**src/rtl/uart_pkg.sv**
```systemverilog
// Shared UART receiver types: FSM state encoding, parity mode constants and frame-length helper.
package uart_pkg;

  typedef enum logic [2:0] {
    ST_IDLE,
    ST_START,
    ST_DATA,
    ST_PARITY,
    ST_STOP,
    ST_CLEANUP
  } rx_state_t;

  localparam int unsigned PARITY_NONE = 0;
  localparam int unsigned PARITY_EVEN = 1;
  localparam int unsigned PARITY_ODD  = 2;

  // Total bit periods in one frame, start bit included.
  function automatic int unsigned frame_bits(input int unsigned data_bits,
                                             input int unsigned parity_mode,
                                             input int unsigned stop_bits);
    return 1 + data_bits + ((parity_mode != PARITY_NONE) ? 1 : 0) + stop_bits;
  endfunction

endpackage

```
**src/rtl/uart_rx_sync.sv**
```systemverilog
// Two-flop synchronizer for the serial line plus optional 2-of-3 sample filter.
// Filter enabled by defining UART_RX_MAJORITY_VOTE_EN; otherwise the bit value is the synchronized sample.
module uart_rx_sync (
  input  logic i_clk,
  input  logic i_rst,
  input  logic i_Rx_Serial,
  output logic o_Rx_Sync,
  output logic o_Rx_Bit
);

  logic r_meta;
  logic r_sync;

  always_ff @(posedge i_clk or posedge i_rst) begin
    if (i_rst) begin
      r_meta <= 1'b1;
      r_sync <= 1'b1;
    end else begin
      r_meta <= i_Rx_Serial;
      r_sync <= r_meta;
    end
  end

  assign o_Rx_Sync = r_sync;

`ifdef UART_RX_MAJORITY_VOTE_EN
  // History of the two previous synchronized samples, so the vote covers points -2, -1 and 0.
  logic r_hist1;
  logic r_hist2;

  always_ff @(posedge i_clk or posedge i_rst) begin
    if (i_rst) begin
      r_hist1 <= 1'b1;
      r_hist2 <= 1'b1;
    end else begin
      r_hist1 <= r_sync;
      r_hist2 <= r_hist1;
    end
  end

  assign o_Rx_Bit = (r_sync & r_hist1) | (r_sync & r_hist2) | (r_hist1 & r_hist2);
`else
  assign o_Rx_Bit = r_sync;
`endif

endmodule

```
**src/rtl/uart_rx_param.sv**
```systemverilog
// Parameterised UART receiver with output holding register, parity/frame error flags and overrun pulse.
// Optional majority-vote bit sampling via UART_RX_MAJORITY_VOTE_EN (handled in uart_rx_sync).
module uart_rx_param
  import uart_pkg::*;
#(
  parameter int unsigned CLK_CY_PER_BIT = 87,
  parameter int unsigned DATA_BITS      = 8,
  parameter int unsigned PARITY_MODE    = 1,
  parameter int unsigned STOP_BITS      = 1
) (
  input  logic                 i_clk,
  input  logic                 i_rst,
  input  logic                 i_Rx_Serial,
  output logic [DATA_BITS-1:0] o_Rx_Byte,
  output logic                 o_Rx_Dv,
  input  logic                 i_Rx_Ready,
  output logic                 o_Parity_Err,
  output logic                 o_Frame_Err,
  output logic                 o_Overrun,
  output logic                 o_Busy
);

  localparam int unsigned CNT_W = $clog2(CLK_CY_PER_BIT);
  localparam int unsigned IDX_W = $clog2(DATA_BITS);
  localparam logic [CNT_W-1:0] CNT_LAST  = CNT_W'(CLK_CY_PER_BIT - 1);
  localparam logic [CNT_W-1:0] CNT_MID   = CNT_W'((CLK_CY_PER_BIT - 1) / 2);
  localparam logic [IDX_W-1:0] DATA_LAST = IDX_W'(DATA_BITS - 1);
  localparam logic [IDX_W-1:0] STOP_LAST = IDX_W'(STOP_BITS - 1);

  logic w_rx_sync;
  logic w_rx_bit;

  uart_rx_sync u_sync (
    .i_clk       (i_clk),
    .i_rst       (i_rst),
    .i_Rx_Serial (i_Rx_Serial),
    .o_Rx_Sync   (w_rx_sync),
    .o_Rx_Bit    (w_rx_bit)
  );

  rx_state_t            r_state,  w_state_nxt;
  logic [CNT_W-1:0]     r_cnt,    w_cnt_nxt;
  logic [IDX_W-1:0]     r_idx,    w_idx_nxt;
  logic [DATA_BITS-1:0] r_shift,  w_shift_nxt;
  logic                 r_perr,   w_perr_nxt;
  logic                 r_ferr,   w_ferr_nxt;
  logic                 r_break,  w_break_nxt;
  logic [DATA_BITS-1:0] r_Rx_Byte,    w_byte_nxt;
  logic                 r_Rx_Dv,      w_dv_nxt;
  logic                 r_Parity_Err, w_perr_out_nxt;
  logic                 r_Frame_Err,  w_ferr_out_nxt;
  logic                 r_Overrun,    w_ovr_nxt;
  logic                 w_cnt_last;

  always_ff @(posedge i_clk or posedge i_rst) begin
    if (i_rst) begin
      r_state      <= ST_IDLE;
      r_cnt        <= '0;
      r_idx        <= '0;
      r_shift      <= '0;
      r_perr       <= 1'b0;
      r_ferr       <= 1'b0;
      r_break      <= 1'b0;
      r_Rx_Byte    <= '0;
      r_Rx_Dv      <= 1'b0;
      r_Parity_Err <= 1'b0;
      r_Frame_Err  <= 1'b0;
      r_Overrun    <= 1'b0;
    end else begin
      r_state      <= w_state_nxt;
      r_cnt        <= w_cnt_nxt;
      r_idx        <= w_idx_nxt;
      r_shift      <= w_shift_nxt;
      r_perr       <= w_perr_nxt;
      r_ferr       <= w_ferr_nxt;
      r_break      <= w_break_nxt;
      r_Rx_Byte    <= w_byte_nxt;
      r_Rx_Dv      <= w_dv_nxt;
      r_Parity_Err <= w_perr_out_nxt;
      r_Frame_Err  <= w_ferr_out_nxt;
      r_Overrun    <= w_ovr_nxt;
    end
  end

  always_comb begin
    w_state_nxt    = r_state;
    w_cnt_nxt      = r_cnt;
    w_idx_nxt      = r_idx;
    w_shift_nxt    = r_shift;
    w_perr_nxt     = r_perr;
    w_ferr_nxt     = r_ferr;
    w_break_nxt    = r_break;
    w_byte_nxt     = r_Rx_Byte;
    w_dv_nxt       = r_Rx_Dv;
    w_perr_out_nxt = r_Parity_Err;
    w_ferr_out_nxt = r_Frame_Err;
    w_ovr_nxt      = 1'b0;
    w_cnt_last     = (r_cnt == CNT_LAST);

    if (r_Rx_Dv && i_Rx_Ready) w_dv_nxt = 1'b0;

    unique case (r_state)
      ST_IDLE: begin
        w_cnt_nxt  = '0;
        w_idx_nxt  = '0;
        w_perr_nxt = 1'b0;
        w_ferr_nxt = 1'b0;
        // After a frame error the line must be seen high before a new start is accepted.
        if (w_rx_sync)     w_break_nxt = 1'b0;
        else if (!r_break) w_state_nxt = ST_START;
      end
      ST_START: begin
        if (r_cnt == CNT_MID) begin
          w_cnt_nxt   = '0;
          w_state_nxt = w_rx_bit ? ST_IDLE : ST_DATA;
        end else begin
          w_cnt_nxt = r_cnt + 1'b1;
        end
      end
      ST_DATA: begin
        if (w_cnt_last) begin
          w_cnt_nxt          = '0;
          w_shift_nxt[r_idx] = w_rx_bit;
          if (r_idx == DATA_LAST) begin
            w_idx_nxt   = '0;
            w_state_nxt = (PARITY_MODE != PARITY_NONE) ? ST_PARITY : ST_STOP;
          end else begin
            w_idx_nxt = r_idx + 1'b1;
          end
        end else begin
          w_cnt_nxt = r_cnt + 1'b1;
        end
      end
      ST_PARITY: begin
        if (w_cnt_last) begin
          w_cnt_nxt   = '0;
          w_perr_nxt  = (^r_shift) ^ w_rx_bit ^ (PARITY_MODE == PARITY_ODD);
          w_state_nxt = ST_STOP;
        end else begin
          w_cnt_nxt = r_cnt + 1'b1;
        end
      end
      ST_STOP: begin
        if (w_cnt_last) begin
          w_cnt_nxt = '0;
          if (!w_rx_bit) w_ferr_nxt = 1'b1;
          if (r_idx == STOP_LAST) begin
            w_idx_nxt   = '0;
            w_state_nxt = ST_CLEANUP;
          end else begin
            w_idx_nxt = r_idx + 1'b1;
          end
        end else begin
          w_cnt_nxt = r_cnt + 1'b1;
        end
      end
      ST_CLEANUP: begin
        if (!r_Rx_Dv || i_Rx_Ready) begin
          w_byte_nxt     = r_shift;
          w_perr_out_nxt = r_perr;
          w_ferr_out_nxt = r_ferr;
          w_dv_nxt       = 1'b1;
        end else begin
          w_ovr_nxt = 1'b1;
        end
        w_break_nxt = r_ferr;
        w_state_nxt = ST_IDLE;
      end
      default: w_state_nxt = ST_IDLE;
    endcase
  end

  assign o_Rx_Byte    = r_Rx_Byte;
  assign o_Rx_Dv      = r_Rx_Dv;
  assign o_Parity_Err = r_Parity_Err;
  assign o_Frame_Err  = r_Frame_Err;
  assign o_Overrun    = r_Overrun;
  assign o_Busy       = (r_state != ST_IDLE);

endmodule

```
**config.mk**
```make
export PLATFORM = sky130hd
export DESIGN_NAME = uart_rx_param
export DESIGN_NICKNAME = d
export VERILOG_FILES = /design/src/rtl/uart_pkg.sv /design/src/rtl/uart_rx_sync.sv /design/src/rtl/uart_rx_param.sv
export SDC_FILE = /design/constraint.sdc
export NUM_CORES = 1
export LEC_CHECK = 0
export BUFFER_PORTS_ARGS = -buffer_cell sky130_fd_sc_hd__buf_2
export CORE_MARGIN = 4
export CORE_UTILIZATION = 40
export CTS_CLUSTER_SIZE = 28
export DETAILED_ROUTE_END_ITERATION = 10
export HOLD_SLACK_MARGIN = 0.08
export PLACE_DENSITY_LB_ADDON = 0.3
export SYNTH_ARGS = -nofsm -noshare
export SYNTH_HDL_FRONTEND = slang
export SYNTH_HIERARCHICAL = 1
export SYNTH_SLANG_ARGS = --single-unit
```
**constraint.sdc**
```tcl
create_clock -name i_clk -period 2.1 [get_ports i_clk]
set_clock_uncertainty 0.15 [all_clocks]
set_input_delay 0.21 -clock i_clk [delete_from_list [all_inputs] [get_ports i_clk]]
set_output_delay 0.21 -clock i_clk [all_outputs]
set_load 0.005 [all_outputs]
```
==> flow_summary.toml <==
[status]
status = "finished clean"

[power_and_ir_drop]
netSwitchingPower_uw = 377
p_clk_share_pct = 35.8
ir_drop_mv = 0.294
pwr-share-seq_pct = 53.5
p_per_area_nw_per_um2 = 637
p_comb_share_pct = 10.7
p_int_uw = 1080
p_sw_share_pct = 25.8
cellLeakagePower_uw = 0.00108

[critical_path]
r2r_start = "r_cnt[0]"
critPathSlowestCell = "dfrtp_1"
cp-end-kind = "flip-flop"
crit_fanout = 5
worstSetupStartpoint = "r_cnt[0]"
cp.required_ns = 2.13
crit_chain = "inv_1 > ha_1 > nand4bb_4 > nor3_4 > nand3_2 > nor3_1 > mux2_2"
critPathKind = "flip-flop to flip-flop"
crit_family = "simple AND/OR/NAND/NOR gates"
crit_buf_inv = 1
worstSetupStartpointType = "flip-flop"
arrival_ns = 1.99
slowest_delay_ns = 0.42

[synthesis]
synth_area_sq_um = 1960
synth_simple_gate_area_share_pct = 18.5
synth-seq-cells = 38
yosys_warnings = 6
synth_edf_count = 0
synthCells = 180
seq_area_frac_synth_pct = 48.7
synth-compound-area-share_pct = 8.82
synth_area_per_cell_sq_um = 10.9
synth_xor_area_share_pct = 4.92
ys_types = 41
synth_top_family_by_area = "simple AND/OR/NAND/NOR gates"
synthMuxAreaShare_pct = 12.0
synth_fa_ha_area_share_pct = 3.20
syn-num-nets = 189
async_reset_ff_share_pct = 100
synth_ff_type = "dfrtp_1"

[sta]
worst_slew_pin_slew_ns = 0.450
fin_crit_sh_pct = 93.5
fmax_mhz = 509
rsz0062_at_grt = "no"
setup_ws_ns = 0.136
setup_viol = 0
fin_tns_setup_ns = 0
drv_slew = 0
relSlewSlack_pct = 70.0
hold_violations = 0
period_minus_slack_ns = 1.96

[global_routing]
gr-usage-all-layers_pct = 13.3
grt-ovfl-total = 0
grt_antenna_before_repair = 0
grt_first_pass_wirelength_mm = 6.47
grt_max_degree = 37
grt_pass1_vias = 1393

[place]
gp_congestion = 0.843
pre_cts_slack_ns = 0.104
io_buffers = 16
dp_hpwl_mm = 2.61

[run]
drv_cap = 0

[min_path]
min-delay-start = "u_sync/r_meta"
min_path_type = "flip-flop to flip-flop"

[floorplanning]
io_pins = 17
core_area_sq_um = 4720
start_util_pct = 41.4
fp.dieW_um = 77.9
die_area_sq_um = 6080
die_h_um = 77.9
rows = 25

[clocking]
clock_sinks = 38
cts_max_level = 2
clock-root-buffer = "clkbuf_8"
clock_latency_ns = 0.29
numCtsBuffers = 5
clk_pin_slew_ns = 0.07
cts_tree = "built"
cts_buffer_depth = 2

[layout]
area_growth_pct = 17.3
num_antenna_cells = 0
drive_gt1_share_pct = 31.3
fillers = 442
post-route-util_pct = 48.6
final_net_count = 219

[drt]
wirelength_mm = 3.58
wl_per_cell_um = 12.9
ant_nets = 0
vias = 1391
drt_iter0_drc = 46
drcViolationCount = 0
via_per_inst = 5.00
dr.pass1.iters = 4
registers in the layout (all words and copies together), names as in the netlist:
register and cells:
o_Overrun 1, r_idx 3, r_cnt 7, o_Rx_Byte 8
r_break 1, o_Parity_Err 1, u_sync/o_Rx_Bit 1, r_perr 1
o_Rx_Dv 1, u_sync/r_meta 1, r_state 3, o_Frame_Err 1
r_ferr 1, r_shift 8
final timing paths:
kind	to	cells past startpoint	slack, ns
worst min-delay path	u_sync/o_Rx_Bit	0	0.21
worst min register to register	u_sync/o_Rx_Bit	0	0.21
min in group asynchronous	u_sync/o_Rx_Bit	3	0.34
worst max-delay path	r_shift[0]	7	0.14
max in group asynchronous	o_Rx_Byte[1]	4	1.06
worst max register to register	r_shift[0]	7	0.14
cells in the mapped netlist, types with 3 or more instances:
cell type	count	area, sq um
mux2_4	3	45.0
xor2_1	4	35.0
buf_2	4	20.0
nand2_1	10	37.5
nor2_1	17	63.8
ha_1	5	62.6
o21ai_0	10	50.1
inv_1	8	30.0
mux2_2	15	169
nor3_1	7	35.0
nand3_1	6	30.0
nor2b_1	5	31.3
dfrtp_1	36	901
a21oi_1	7	35.0
nand2b_1	3	18.8
xnor2_1	7	61.3
cell usage in the layout (no fill, tap or decap), types with 2 or more instances in the layout:
cell and n:
a21oi_1 7, buf_2 16, buf_4 11, clkbuf_8 6, dfrtp_1 36, dfstp_2 2, dlygate4sd3_1 3, ha_1 5
inv_1 8, mux2_2 15, mux2_4 3, mux2i_1 2, nand2_1 10, nand2b_1 3, nand3_1 6, nand4_1 2
nor2_1 17, nor2b_1 5, nor3_1 7, o21a_1 2, o21ai_0 10, o22ai_1 2, or2_2 2, or3_1 2
xnor2_1 7, xor2_1 4
final cells by class:
| type | instances | area, sq um | share of cell area, % |
|---|---|---|---|
| clock buffer | 6 | 82.6 | 3.60 |
| clock inverter | 2 | 12.5 | 0.545 |
| inverter | 8 | 30.0 | 1.31 |
| multi-input combinational | 127 | 940 | 40.9 |
| sequential | 38 | 953 | 41.5 |
| tap | 67 | 83.8 | 3.65 |
| timing repair buffer | 30 | 193 | 8.40 |
repair_timing:
item	in CTS	in global routing
hold buffers	3	0
setup endpoints to repair	0	8
resized for setup	0	2
hold endpoints to repair	41	0
buffers inserted	0	1
layer usage:
metal / routed length (um) / up-vias / global-route usage, % / share of wire, %
li1: - / 691 / - / -
met1: 1730 / 670 / 17.8 / 48
met4: 61 / 0 / 5.42 / 1.7
met5: 0 / - / 0 / 0
met2: 1630 / 24 / 20.3 / 45
met3: 161 / 6 / 3.71 / 4.5
kinds of logic after synthesis:
group / after synthesis
AOI/OAI and AO/OA: 28
xor gates and xnor gates: 11
adders and majority gates: 5
buffers and inverters: 15
DFF: 38
muxes: 20
and+or+nand+nor: 63
power by group through the flow:
stage          logic, uW  registers (uW)  clock network, uW
6_report             157             781                523
2_1_floorplan        117             781                  0
3_5_place_dp         149             794                  0
4_1_cts              154             780                551
5_1_grt              179             785                582
3_3_place_gp         145             794                  0
stage by stage:
| stage | total power [uW] | instance area (sq um) | hold WS, ns | instances |
|---|---|---|---|---|
| 2_1_floorplan | 898 | 1960 | -0.0285 | 180 |
| 5_1_grt | 1550 | 2290 | 0.211 | 278 |
| 3_3_place_gp | 939 | 2150 | 0.0978 | 266 |
| 6_report | 1460 | 2290 | 0.206 | 278 |
| 4_1_cts | 1490 | 2270 | 0.209 | 277 |
| 3_5_place_dp | 944 | 2150 | 0.103 | 266 |
Power figures use the tool's default switching activity.
